`src/rtl/output_logic.sv`:
```
// output_logic: streams length-prefixed packets from a first-word fall-through channel FIFO
// onto a registered req/ack byte interface. The header byte carries the payload size in its
// low DATA_SIZE bits, and an optional trailing CRC byte follows the payload when crc_en is set.
// Defining OUTPUT_LOGIC_TIMEOUT_EN adds an ack-wait timeout. A timeout aborts the packet, and
// the DRAIN state then discards the remaining bytes of that packet.
module output_logic #(
    parameter int unsigned DATA_WIDTH     = 8,
    parameter int unsigned DATA_SIZE      = 6,
    parameter int unsigned TIMEOUT_CYCLES = 255
) (
    input  logic                  clk,
    input  logic                  rst,
    input  logic [DATA_WIDTH-1:0] fifo_data_out,
    input  logic                  fifo_empty,
    input  logic                  fifo_pkt_avail,
    output logic                  fifo_pop,
    output logic                  fifo_rd_ptr_upd,
    input  logic                  crc_en,
    output logic [DATA_WIDTH-1:0] data_out,
    output logic                  data_out_req,
    input  logic                  data_out_ack,
    output logic                  timeout_err
);

    // One extra bit so that a maximum-size header plus a CRC byte cannot wrap.
    localparam int unsigned CntWidth = DATA_SIZE + 1;

    typedef enum logic [1:0] {
        StIdle,
        StSend,
        StWait,
        StDrain
    } state_e;

    state_e                state_q;
    logic [CntWidth-1:0]   cnt_q;
    logic [DATA_WIDTH-1:0] data_q;
    logic                  req_q;

    logic                  cnt_zero;
    logic                  acked;
    logic                  hdr_load;
    logic                  load_c;
    logic                  eop_c;
    logic                  timeout_c;
    logic                  drain_pop;
    logic                  drain_done;
    logic [CntWidth-1:0]   hdr_cnt;

    // cnt holds the number of bytes still to be loaded after the one currently presented.
    assign cnt_zero = (cnt_q == '0);
    assign acked    = (state_q == StSend) && req_q && data_out_ack;
    assign hdr_load = (state_q == StIdle) && fifo_pkt_avail && !fifo_empty;
    assign load_c   = hdr_load
                   || (acked && !cnt_zero && !fifo_empty)
                   || ((state_q == StWait) && !fifo_empty);
    assign eop_c    = acked && cnt_zero;
    assign hdr_cnt  = CntWidth'(fifo_data_out[DATA_SIZE-1:0]) + CntWidth'(crc_en);

`ifdef OUTPUT_LOGIC_TIMEOUT_EN
    localparam int unsigned WaitWidth = (TIMEOUT_CYCLES > 1) ? $clog2(TIMEOUT_CYCLES) : 1;

    logic [WaitWidth-1:0] wait_q;
    logic                 stalled;

    assign stalled    = (state_q == StSend) && req_q && !data_out_ack;
    // Fires on the TIMEOUT_CYCLES-th consecutive unacknowledged cycle.
    assign timeout_c  = stalled && (wait_q == WaitWidth'(TIMEOUT_CYCLES - 1));
    assign drain_pop  = (state_q == StDrain) && !cnt_zero && !fifo_empty;
    assign drain_done = (state_q == StDrain) && cnt_zero;

    // Count consecutive stalled SEND cycles; any ack or leaving SEND restarts the count.
    always_ff @(posedge clk) begin
        if (rst || !stalled || timeout_c) begin
            wait_q <= '0;
        end else begin
            wait_q <= wait_q + WaitWidth'(1);
        end
    end

    assign timeout_err = timeout_c && !rst;
`else
    // The limit only matters when the timeout feature is built in.
    logic unused_timeout_cfg;
    assign unused_timeout_cfg = ^32'(TIMEOUT_CYCLES);

    assign timeout_c   = 1'b0;
    assign drain_pop   = 1'b0;
    assign drain_done  = 1'b0;
    assign timeout_err = 1'b0;
`endif

    // Pops and pointer release are combinational strobes, and they are silenced while reset is held.
    assign fifo_pop        = (load_c || drain_pop) && !rst;
    assign fifo_rd_ptr_upd = (eop_c || drain_done) && !rst;

    assign data_out     = data_q;
    assign data_out_req = req_q;

    // Packet sequencing FSM with registered data_out and data_out_req.
    always_ff @(posedge clk) begin
        if (rst) begin
            state_q <= StIdle;
            cnt_q   <= '0;
            data_q  <= '0;
            req_q   <= 1'b0;
        end else begin
            if (load_c) begin
                data_q <= fifo_data_out;
            end
            unique case (state_q)
                StIdle: begin
                    if (hdr_load) begin
                        cnt_q   <= hdr_cnt;
                        req_q   <= 1'b1;
                        state_q <= StSend;
                    end
                end
                StSend: begin
                    if (timeout_c) begin
                        req_q   <= 1'b0;
                        state_q <= StDrain;
                    end else if (acked) begin
                        if (cnt_zero) begin
                            // Last byte accepted. Going through IDLE forces a one-cycle gap.
                            req_q   <= 1'b0;
                            state_q <= StIdle;
                        end else if (fifo_empty) begin
                            req_q   <= 1'b0;
                            state_q <= StWait;
                        end else begin
                            cnt_q <= cnt_q - CntWidth'(1);
                        end
                    end
                end
                StWait: begin
                    if (!fifo_empty) begin
                        cnt_q   <= cnt_q - CntWidth'(1);
                        req_q   <= 1'b1;
                        state_q <= StSend;
                    end
                end
                StDrain: begin
`ifdef OUTPUT_LOGIC_TIMEOUT_EN
                    if (cnt_zero) begin
                        state_q <= StIdle;
                    end else if (!fifo_empty) begin
                        cnt_q <= cnt_q - CntWidth'(1);
                    end
`else
                    state_q <= StIdle;
`endif
                end
                default: state_q <= StIdle;
            endcase
        end
    end

endmodule
```
`config.mk`:
```
export PLATFORM = sky130hd
export DESIGN_NAME = output_logic
export DESIGN_NICKNAME = d
export VERILOG_FILES = /design/src/rtl/output_logic.sv
export SDC_FILE = /design/constraint.sdc
export NUM_CORES = 1
export LEC_CHECK = 0
export ABC_CLOCK_PERIOD_IN_PS = 3100
export CAP_MARGIN = 20
export CORE_MARGIN = 1.5
export CORE_UTILIZATION = 45
export CTS_BUF_LIST = sky130_fd_sc_hd__clkbuf_8
export CTS_CLUSTER_SIZE = 8
export DETAILED_ROUTE_END_ITERATION = 10
export PLACE_DENSITY_LB_ADDON = 0.15
export SKIP_LAST_GASP = 1
export SLEW_MARGIN = 25
export SYNTH_ARGS = -nofsm -noshare
export SYNTH_HDL_FRONTEND = slang
export SYNTH_SLANG_ARGS = --single-unit
```
`constraint.sdc`:
```
create_clock -name clk -period 3.1 [get_ports clk]
set_clock_uncertainty 0.05 [all_clocks]
set_input_delay 0.93 -clock clk [delete_from_list [all_inputs] [get_ports clk]]
set_output_delay 0.93 -clock clk [all_outputs]
set_load 0.005 [all_outputs]
```
==> results of run 1 <==
## timing repair
item / CTS / global route
pin swaps: 2 / 3
setup buffers: 1 / 0
gates resized for setup: 5 / 2
endpoints found under the setup margin: 2 / 2
endpoints found under the hold margin: 0 / 0
## layout make-up
cell class | count | area share [%]
repair buffers | 31 | 19.9
clock buffers | 3 | 2.84
multi-input cells | 103 | 48.5
inverters | 6 | 1.55
flip-flops and latches | 18 | 24.8
well taps | 28 | 2.41
## cells in the mapped netlist, drive strengths merged, types with 2 or more instances
cell    instances  area [um^2]
a21oi          16         91.3
a221oi          2         41.3
and3            2         12.5
buf             3         22.5
clkbuf          4         16.3
dfxtp          18          360
ha              8          100
inv             6         22.5
mux2i           8         80.1
nand2          10         37.5
nand3           6         30.0
nor2           16         62.6
nor3            4         20.0
nor4            2         12.5
o211ai          2         15.0
o21ai           8         43.8
o22ai           2         12.5
o31ai           2         15.0
xor2            3         26.3
## report_power, final
part           leakage (uW)  switching (uW)  total [uW]  internal, uW
combinational      0.000395             256         457           200
clock             0.0000216            78.4         165          86.3
sequential         0.000147            42.0         320           278
## worst paths after layout
kind,from,endpoint,slack [ns],cells past startpoint
hold reg to reg,data_out_req,data_out_req,0.43,2
hold / removal,data_out_req,data_out_req,0.43,2
setup reg to reg,state_q[1],data_out[5],1.05,9
setup / recovery,fifo_pkt_avail,fifo_pop,0.17,5
## state kept, by name (all words and copies together) (netlist names)
name	cells
cnt_q	7
data_out_req	1
data_out	8
state_q	2
## worst max-delay path, cell delays in order
cell and delay [ns]:
clkdlybuf4s50_1 0.47, a21oi_1 0.10, a21oi_4 0.18, nor2b_4 0.15
clkbuf_2 0.11
## routing by layer
layer,wire length (um),GRT usage [%],vias up
met5,0,0,-
met4,14,5.13,0
met3,148,3.39,2
met2,1160,34.8,38
met1,1210,29.0,474
li1,-,-,537
## through the flow
stage | TNS (ns) | cells | hold slack, ns | setup WS, ns | total power (uW)
after global placement | -0.664 | 185 | 0.411 | -0.492 | 761
final | 0 | 189 | 0.430 | 0.173 | 941
after CTS | -0.174 | 189 | 0.431 | -0.174 | 941
after global routing | 0 | 189 | 0.489 | 0.108 | 1010
after detailed placement | -0.656 | 185 | 0.422 | -0.488 | 772
after floorplan | 0 | 134 | 0.416 | 0.202 | 653
## cell families (layout without fill, tap and decap cells)
group | after synthesis | count (layout)
xor gates and xnor gates | 4 | 4
and+or+nand+nor | 43 | 43
adders and majority gates | 8 | 8
other | 1 | 1
buffers and inverters | 13 | 40
DFF | 18 | 18
muxes | 8 | 8
AOI/OAI and AO/OA | 39 | 39
==> metrics.md, run 1 <==
| Metric | Value |
|---|---|
| Nets | `185` |
| Area of the multi-input gates | `704 um^2` |
| Max-cap violations | `0` |
| Clk pin slew, worst setup/hold paths | `0.07 ns` |
| DIE AREA | `0.00279 mm^2` |
| Area growth, synth to finish | `29.9%` |
| Max rail drop VDD | `0.000405 V` |
| Starting density of the core | `49.1%` |
| RSZ-0062 raised after global routing | `no` |
| Max Fclk | `342 MHz` |
| Chip Height | `52.9 um` |
| Synth Net Count | `156` |
| Remaining antenna violation count | `0` |
| Setup violators final | `0` |
| Slew Limit Fails | `0` |
| GPL Wtd Cong | `0.919` |
| DR vias | `1,051` |
| Core Util, Final | `63.8%` |
| Min-Delay Path Class | `reg2reg` |
| Fillers | `201` |
| Detailed Place HPWL | `1940 um` |
| Clock sink total | `18` |
| Adder-cell share of the synthesized area | `8.95%` |
| Placed Area | `0.00140 mm^2` |
| Startpoint types | `primary input` |
| Vias in the first global route | `982` |
| Main combinational cell family by area after synthesis | `compound AO/OA/AOI/OAI gates` |
| WL/cell | `13.4 um` |
| Initial drt markers | `25` |
| Sequential cell area | `360 um^2` |
| CTS buffer count | `3` |
| Via density | `5.56` |
| Worst Path Arrival | `1.95 ns` |
| # diodes | `0` |
| Share of cells above drive strength 1 | `11.8%` |
| # hold bufs at CTS | `0` |
| Initial antenna violation count | `0` |
| DR pass1 iterations | `4` |
| Leak | `0.000564 uW` |
| Simple-gate share of the synthesized area | `18.0%` |
| Synth Flop Type | `dfxtp_1` |
| Fraction of the mapped netlist area in compound gates | `24.7%` |
| Pwr dens | `648 mW/mm^2` |
| Most frequent cells in the layout | `clkdlybuf4s50_1 (21), dfxtp_1 (18), a21oi_1 (15), nor2_1 (15), nand2_1 (10)` |
| GR Util All Layers | `21.2%` |
| Seq/Total Area, Yosys | `32.2%` |
| Synth async-reset ratio | `0%` |
| Insertion delay of the later-clocked pin in the worst-skew pair | `0.25 ns` |
| Mux contribution to synthesized area | `7.16%` |
| Avg Cell Area, Syn | `8.35 um^2` |
| Unique masters post-synth | `36` |
| Synth Instances | `134` |
| Minimum clock period after layout | `2.93 ns` |
| CP max FO | `2` |
| # DRC | `0` |
| Core Box Area | `0.00228 mm^2` |
| CTS Root Cell | `clkbuf_8` |
| First-pass GRT wire length | `4370 um` |
| Status | `finished, final reports clean` |
| CTS Buffer Depth | `2` |
| Grt ovf | `0` |
| Largest net degree at the start of global routing | `14` |
| Chip width | `52.9 um` |
| # port buffers | `24` |
| Critical path capture point type | `output port` |
| EDFF count, synth | `0` |
| Req. time, crit path | `2.12 ns` |
| WL final | `2530 um` |
| Post-Layout Inst Area | `0.00145 mm^2` |
| Synthesized area | `0.00112 mm^2` |
| CTS H-tree depth | `1` |
| Final Cycle Share | `94.4%` |
| Site Rows | `17` |
| Commonest non-fill, non-tap cell in the layout | `clkdlybuf4s50_1` |
| IO Pins | `26` |
| Xor and xnor area share after synthesis | `3.13%` |
| Yosys reg bits | `18` |
| Final hold vios | `0` |
| Synth warn | `0` |
| Path type of the worst setup path | `in2out` |
| CTS tree | `done` |
Power figures use the tool's default switching activity.
==> run 2: changes to the inputs <==
--- a/config.mk
+++ b/config.mk
@@ -6,7 +6,6 @@
 export NUM_CORES = 1
 export LEC_CHECK = 0
 export ABC_CLOCK_PERIOD_IN_PS = 3100
-export CAP_MARGIN = 20
 export CORE_MARGIN = 1.5
 export CORE_UTILIZATION = 45
 export CTS_BUF_LIST = sky130_fd_sc_hd__clkbuf_8
==> results of run 2 <==
Final layout, timing and power as in run 1 (identical DEF).
